$ cat src/rtl/sdf_stage_sequencer.sv
// Control sequencer for one radix-2 SDF FFT stage.
// Indexes accepted samples within a frame and produces the per-sample control
// word (fill/butterfly select, twiddle address, frame markers). After the last
// frame it drains the stage delay line with D bubble cycles.
//
// Handshake: a sample is accepted when in_valid & in_ready are both high on a
// rising edge. in_ready is low only while flushing, and upstream must hold any
// sample it offers during that time. Every control word, bubbles included,
// appears one cycle after the edge that produced it, qualified by ctl_valid.
module sdf_stage_sequencer #(
    parameter int N_LOG2 = 4,
    parameter int STAGE  = 0
) (
    input  logic              clk,
    input  logic              reset,
    input  logic              in_valid,
    input  logic              in_first,
    input  logic              flush_req,
    output logic              in_ready,
    output logic              ctl_valid,
    output logic              ctl_bf_sel,
    output logic [N_LOG2-2:0] ctl_tw_addr,
    output logic              ctl_first,
    output logic              ctl_last,
    output logic              ctl_bubble,
    output logic              sync_err,
    output logic              busy
);

    localparam int BF_BIT = N_LOG2 - 1 - STAGE;
    localparam int D      = 1 << BF_BIT;

    localparam logic [N_LOG2-1:0] CNT_LAST  = '1;
    localparam logic [N_LOG2-1:0] D_MASK    = N_LOG2'(D - 1);
    localparam logic [N_LOG2-1:0] FCNT_LAST = N_LOG2'(D - 1);
    localparam logic [N_LOG2-1:0] ONE       = N_LOG2'(1);

    typedef enum logic [1:0] {
        S_IDLE  = 2'd0,
        S_RUN   = 2'd1,
        S_FLUSH = 2'd2
    } state_t;

    state_t            state_q, state_d;
    logic [N_LOG2-1:0] cnt_q, cnt_d;
    logic [N_LOG2-1:0] fcnt_q, fcnt_d;
    logic              dirty_q, dirty_d;
    logic              pend_q, pend_d;

    logic              valid_q, valid_d;
    logic              bf_q, bf_d;
    logic [N_LOG2-2:0] tw_q, tw_d;
    logic              first_q, first_d;
    logic              last_q, last_d;
    logic              bubble_q, bubble_d;
    logic              serr_q, serr_d;

    logic              accept;
    logic              emit;
    logic [N_LOG2-1:0] idx;

    assign in_ready = (state_q != S_FLUSH);
    assign accept   = in_valid & in_ready;

    // Next state, counters and the control word for this cycle's accept or bubble.
    always_comb begin
        state_d  = state_q;
        cnt_d    = cnt_q;
        fcnt_d   = fcnt_q;
        dirty_d  = dirty_q;
        pend_d   = pend_q;
        valid_d  = 1'b0;
        bf_d     = 1'b0;
        tw_d     = '0;
        first_d  = 1'b0;
        last_d   = 1'b0;
        bubble_d = 1'b0;
        serr_d   = 1'b0;
        emit     = 1'b0;
        idx      = cnt_q;

        case (state_q)
            S_IDLE: begin
                if (accept && in_first) begin
                    // Frame start: this sample is index 0. A flush request in
                    // the same cycle is remembered for the end of this frame.
                    idx     = '0;
                    emit    = 1'b1;
                    cnt_d   = ONE;
                    state_d = S_RUN;
                    if (flush_req) pend_d = 1'b1;
                end else if (flush_req && dirty_q) begin
                    state_d = S_FLUSH;
                    fcnt_d  = '0;
                end
            end
            S_RUN: begin
                if (accept) begin
                    emit = 1'b1;
                    // A mid-frame in_first resynchronises the frame to this sample.
                    if (in_first && (cnt_q != '0)) begin
                        idx    = '0;
                        serr_d = 1'b1;
                    end
                    cnt_d = idx + ONE;
                    if (idx == CNT_LAST) begin
                        dirty_d = 1'b1;
                        if (pend_q || flush_req) begin
                            state_d = S_FLUSH;
                            fcnt_d  = '0;
                        end
                    end else if (flush_req) begin
                        pend_d = 1'b1;
                    end
                end else if (flush_req) begin
                    pend_d = 1'b1;
                end
            end
            S_FLUSH: begin
                // One bubble per cycle; the delay line is empty after D of them.
                valid_d  = 1'b1;
                bubble_d = 1'b1;
                fcnt_d   = fcnt_q + ONE;
                if (fcnt_q == FCNT_LAST) begin
                    state_d = S_IDLE;
                    cnt_d   = '0;
                    fcnt_d  = '0;
                    dirty_d = 1'b0;
                    pend_d  = 1'b0;
                end
            end
            default: state_d = S_IDLE;
        endcase

        if (emit) begin
            valid_d = 1'b1;
            bf_d    = idx[BF_BIT];
            tw_d    = bf_d ? (N_LOG2-1)'((idx & D_MASK) << STAGE) : '0;
            first_d = (idx == '0);
            last_d  = (idx == CNT_LAST);
        end
    end

    // State, counters and registered control outputs; reset clears everything.
    always_ff @(posedge clk or posedge reset) begin
        if (reset) begin
            state_q  <= S_IDLE;
            cnt_q    <= '0;
            fcnt_q   <= '0;
            dirty_q  <= 1'b0;
            pend_q   <= 1'b0;
            valid_q  <= 1'b0;
            bf_q     <= 1'b0;
            tw_q     <= '0;
            first_q  <= 1'b0;
            last_q   <= 1'b0;
            bubble_q <= 1'b0;
            serr_q   <= 1'b0;
        end else begin
            state_q  <= state_d;
            cnt_q    <= cnt_d;
            fcnt_q   <= fcnt_d;
            dirty_q  <= dirty_d;
            pend_q   <= pend_d;
            valid_q  <= valid_d;
            bf_q     <= bf_d;
            tw_q     <= tw_d;
            first_q  <= first_d;
            last_q   <= last_d;
            bubble_q <= bubble_d;
            serr_q   <= serr_d;
        end
    end

    assign ctl_valid   = valid_q;
    assign ctl_bf_sel  = bf_q;
    assign ctl_tw_addr = tw_q;
    assign ctl_first   = first_q;
    assign ctl_last    = last_q;
    assign ctl_bubble  = bubble_q;
    assign sync_err    = serr_q;
    assign busy        = (state_q != S_IDLE);

endmodule

$ cat config.mk
export PLATFORM = sky130hd
export DESIGN_NAME = sdf_stage_sequencer
export DESIGN_NICKNAME = d
export VERILOG_FILES = /design/src/rtl/sdf_stage_sequencer.sv
export SDC_FILE = /design/constraint.sdc
export NUM_CORES = 1
export LEC_CHECK = 0
export ABC_AREA = 1
export BUFFER_PORTS_ARGS = -buffer_cell sky130_fd_sc_hd__buf_2
export CORE_MARGIN = 5
export CORE_UTILIZATION = 60
export CTS_BUF_LIST = sky130_fd_sc_hd__clkbuf_16
export DETAILED_ROUTE_END_ITERATION = 8
export PLACE_DENSITY_LB_ADDON = 0.05
export SLEW_MARGIN = 10
export SYNTH_ARGS = -nofsm -noshare
export SYNTH_HDL_FRONTEND = slang
export SYNTH_SLANG_ARGS = --single-unit
$ cat constraint.sdc
create_clock -name clk -period 4.4 [get_ports clk]
set_input_delay 0.44 -clock clk [delete_from_list [all_inputs] [get_ports clk]]
set_output_delay 0.44 -clock clk [all_outputs]
set_load 0.05 [all_outputs]
# Word-level counts from Yosys, hierarchy flattened
# Index checks and enable logic that the tools add are counted.
[op_classes]
add_sub_neg = 2
eq_ne = 15
mux = 46
n_bitwise = 1
n_reduce_logical = 15
[op_table]
columns = ["op", "n"]
rows = [
  ["$mux 4", 14],
  ["$pmux 4 s3", 2],
  ["$mux 1", 17],
  ["$ne 2x2->1 const B", 8],
  ["$mux 2", 6],
  ["$reduce_and 4->1", 3],
  ["$add 4x1->4 const B", 2],
  ["$eq 4x4->1 const B", 2],
  ["$pmux 4 s2", 1],
  ["$mux 3", 2],
  ["$ne 3x3->1 const B", 2],
  ["$pmux 2 s3", 1],
  ["$reduce_and 6->1", 1],
  ["$reduce_and 5->1", 1],
  ["$eq 4x3->1 const B", 1],
  ["$logic_not 4->1", 1],
  ["$pmux 1 s2", 2],
  ["$reduce_bool 2->1", 2],
  ["$reduce_bool 4->1", 1],
  ["$logic_and 1x1->1", 3],
  ["$pmux 1 s3", 1],
  ["$reduce_bool 3->1", 1],
  ["$eq 2x1->1 const B", 1],
  ["$eq 2x2->1 const B", 1],
  ["3 further kinds", 3],
]
[totals]
reg_bits = 21
inputBits = 5
out_inout_bits = 11
wordCells = 91

# Depth between registers and ports, before layout
[depth]
depth_word = 9
depth_mapped = 14
ltp_nobuf = 13

# Worst setup path before layout
# Ideal clock, no wire load.
[synth_path]
path_type = "reg2reg"
from = "reg cnt_q[2]"
to = "reg fcnt_q[3]"
setup_ns = 0.118
t_arrival_ns = 1.564
required_time_ns = 4.282
slack_ns = 2.719
path_stages_with_launch = 15
path_buffers = 1
path_cell_list = "dfrtp_1 buf_2 nor2_1 nand2_1 nand2_1 nand2_1 inv_1 ha_1 nand4_1 nand2_1 nand2_4 inv_4 nand2_2 nand2_1 nand2_1"
[synth_between]
elab_chain_len = 8
[synth_lines]
columns = ["element", "line_no", "rtl"]
rows = [
  ["from (decl)", "45", "logic [N_LOG2-1:0] cnt_q, cnt_d;"],
  ["from (signal assigned)", "161", "cnt_q <= cnt_d;"],
  ["$reduce_bool 4->1", "101", "if (in_first && (cnt_q != '0)) begin"],
  ["$logic_and 1x1->1", "101", ""],
  ["$mux 4 (*)", "101", ""],
  ["$mux 4 (*)", "98", "if (accept) begin"],
  ["$mux 4 (*)", "82", "case (state_q)"],
  ["$eq 4x4->1 (*)", "106", "if (idx == CNT_LAST) begin"],
  ["$ne 2x2->1 (no source line) (*)", "--", ""],
  ["$reduce_and 6->1 (no source line) (*)", "--", ""],
  ["to (signal assigned)", "162", "fcnt_q <= fcnt_d;"],
  ["to (decl)", "46", "logic [N_LOG2-1:0] fcnt_q, fcnt_d;"],
]
# Every way passes the cells marked *; elsewhere a longest branch is shown, timed or not. The select of a mux whose other input is x is not followed.
# A chain may end at the register's enable or synchronous reset.

# Final worst setup path
[layout_path]
from = "reg state_q[0]"
to = "out in_ready"
[layout_between]
elab_chain_len = 1
[layout_lines]
columns = ["element", "line_no", "rtl"]
rows = [
  ["from (decl)", "44", "state_t state_q, state_d;"],
  ["from (signal assigned)", "160", "state_q <= state_d;"],
  ["$ne 2x2->1", "62", "assign in_ready = (state_q != S_FLUSH);"],
  ["to (decl)", "19", "output logic in_ready,"],
]
# Every way passes these cells.

==> impl_summary.txt <==
----------------------------------------------------
[Outcome]
  Status ... completed

[Routing]
  Via density per instance ... 5.024
  Number of nets with antenna violations after routing ... 0
  Starting DRT DRC Count ... 30
  Length of the first detailed-routing pass in iterations ... 4
  Remaining DRCs ... 0
  Average detailed-routed wire length per instance ... 11.43 um
  Aggregate routed wire length ... 2.366 mm
  Via Count ... 1,040

[STA]
  Transition at the pin with the smallest max-transition slack ... 0.7623 ns
  Worst clock skew on the final layout ... 0.002673 ns
  Setup TNS ... 0 ns
  Final clock period utilization by the worst path ... 0.4490
  Period minus WS final ... 1.976 ns
  Final-report setup violation count ... 0
  Pins over their slew limit ... 0
  Number of endpoints with negative hold slack in the final report ... 0
  RSZ-0062 raised after global routing ... false
  Fmax ... 506.2 MHz
  Slew headroom ... 0.4912

[Synth]
  Avg Inst Size Synth ... 7.538 um^2
  Post-Syn Nets ... 173
  Post-synthesis sequential element count ... 21
  Number of flops mapped to enable cells by yosys ... 0
  Mapped Cells ... 162
  Share of the synthesized area in the top cell type ... 0.4303
  Largest cells by area after synthesis ... dfrtp_1 43%, nand2_1 16%, ha_1 6.1%
  Cell variety after synth ... 24
  Commonest cells in the netlist ... 53 x nand2_1, 21 x dfrtp_1, 20 x inv_1, 13 x nor2_1, 11 x nand3_1
  Warnings from Yosys ... 0
  Register area share after synthesis ... 0.4303
  Post-synthesis async set-or-reset flop share ... 1.000
  Post-synth design cell area ... 0.001221 mm^2
  Most used DFF post-synth ... dfrtp_1
  Post-synth top area cell ... dfrtp_1
  Cell with the most instances after synthesis ... nand2_1

[Clock tree]
  Number of buffers inserted by post-CTS setup repair ... 0
  Total of hold buffers inserted after clock tree synthesis ... 0
  Number of buffers created by CTS ... 3
  Library cell used as clock root buffer ... clkbuf_16
  Number of sinks on the clock net ... 21
  Number of levels the H-tree was split into ... 1
  Number of gates resized after CTS ... 0
  Clock transition time at the flip-flop clock pins of the worst setup and hold paths ... 0.06 ns
  Clock tree from TritonCTS ... built
  Insertion delay to the later sink of the worst-skew pair ... 0.25 ns
  Max Buffers Root-to-Sink ... 2

[Placement]
  Final weighted congestion of routability-driven global placement ... 0.8687
  Half-perimeter wire length after detailed placement ... 1.809 mm
  Port Buffers ... 15

[Worst setup path]
  Startpoint Class ... flip-flop
  Critical-path cell with the highest stage delay ... dfrtp_1
  Data arrival at the endpoint of the critical path ... 1.54 ns
  Req. time, crit path ... 3.96 ns
  List of cells traversed by the critical path ... inv_1 -> ha_1 -> inv_2 -> buf_2
  Worst setup path category ... flip-flop to primary output
  Critical path capture point type ... primary output
  Critical Path Max Stage Delay ... 0.39 ns
  Worst-path fanout max ... 9

[Floorplan]
  Starting density of the core ... 0.6289
  Area of the die ... 0.003038 mm^2
  Top-level I/O count ... 16
  Std-Cell Core Area ... 0.001942 mm^2
  Number of core rows ... 16
  Die extent in y ... 55.12 um
  Horizontal extent of the die ... 55.12 um

[Cells and area]
  # diodes ... 0
  Layout cell share with drive strength beyond 1 ... 0.2111
  Fin nets ... 192
  Area delta synth->final ... 15.27%
  Utilization of the core after routing ... 0.7249

[Pwr]
  Total power draw ... 915.1 uW
  P_leak ... 0.7879 nW
  Worst IR drop on VDD ... 0.0004427 V
  P per Cell Area ... 650.1 mW/mm^2

[Global routing]
  Global-route wire length before repair ... 4.264 mm
  Overflow left after global routing ... 0
  All-layer global routing usage ... 0.1945
  Number of antenna violations at the first check in global routing ... 0
  Number of global-route vias before repair ... 1,008
  Maximum number of pins on one net before global-route repair ... 22

[Worst hold path]
  Class of the tightest hold or removal check ... input pin to asynchronous set/reset pin

[Run]
  Max cap viols ... 0

----------------------------------------------------
-- final cells by class --
| class | count | area, um^2 |
|---|---|---|
| Sequential cell | 21 | 525.5 |
| Multi-Input combinational cell | 114 | 590.6 |
| Clock buffer | 3 | 75.07 |
| Tap cell | 27 | 33.78 |
| Timing Repair Buffer | 15 | 75.07 |
| Clock inverter | 1 | 7.507 |
| Inverter | 26 | 100.1 |
| Fill cell | 162 | 534.3 |
-- placed cells by master, fill, tap and decap left out --
cell type and count:
nand3b_1 2, nand2_1 53, nor3_2 1, ha_1 6, nor3b_1 1, a21oi_1 3
a21oi_2 1, nand4_2 1, inv_1 20, inv_2 5, nor2_2 3, nand3_1 11
nor2_1 13, nor3_1 1, nor2_4 1, o21ai_1 7, buf_2 15, nand2_4 1
nand3_2 2, clkinvlp_4 1, nand2_2 3, nand4_1 3, inv_4 1, dfrtp_1 21
o21ai_0 1, clkbuf_16 3
-- final timing paths --
path	startpoint	end	slack, ns	cells past startpoint
worst max-delay path	state_q[0]	in_ready	2.42	4
worst min-delay path	reset	ctl_last	0.32	2
worst max register to register	cnt_q[2]	fcnt_q[2]	2.53	13
worst min register to register	pend_q	pend_q	0.48	2
max in group asynchronous	reset	state_q[0]	3.60	2
min in group clk	pend_q	pend_q	0.48	2
-- routing by layer --
layer	GRT usage	vias up	routed length [um]
met1	0.2479	473	1097
li1	-	542	-
met5	0	-	0
met4	0.05668	0	0
met2	0.3346	25	1123
met3	0.03485	0	145
-- state kept, by name, indices dropped and copies added, names as in the netlist --
register / cells
cnt_q: 4
ctl_bf_sel: 1
ctl_bubble: 1
ctl_first: 1
ctl_last: 1
ctl_tw_addr: 3
ctl_valid: 1
dirty_q: 1
fcnt_q: 4
pend_q: 1
state_q: 2
sync_err: 1
-- cell families (layout without fill, tap and decap cells) --
group / Yosys count / count (layout) / synth area share
AO/OA/AOI/OAI: 12 / 12 / 0.05224
adder cells (fa/ha/maj): 6 / 6 / 0.06147
buffers and inverters: 27 / 45 / 0.08606
flip-flops: 21 / 21 / 0.4303
AND/OR/NAND/NOR: 96 / 96 / 0.3699
-- power by group --
| part | internal [mW] | leakage, nW | total (mW) | switching (mW) |
|---|---|---|---|---|
| Combinational | 0.131 | 0.470 | 0.457 | 0.326 |
| Sequential | 0.235 | 0.280 | 0.267 | 0.0314 |
| Clock | 0.123 | 0.0371 | 0.191 | 0.0684 |
-- per-stage QoR --
step	worst slack, ns	hold WS (ns)	std cells	area [um^2]
2_1_floorplan	2.719	0.4165	162	1221
3_3_place_gp	2.664	0.4587	203	1325
3_5_place_dp	2.548	0.4656	203	1325
4_1_cts	2.426	0.3492	207	1408
5_1_grt	2.346	0.4095	207	1408
6_report	2.424	0.3222	207	1408
-- critical path: cells and delay by family, from the launching register on --
| kind | cells | cell delay, ns |
|---|---|---|
| flip-flops | 1 | 0.39 |
| buffers and inverters | 3 | 0.59 |
| adder cells (fa/ha/maj) | 1 | 0.30 |
No activity file was read; power rests on OpenSTA's default activity.
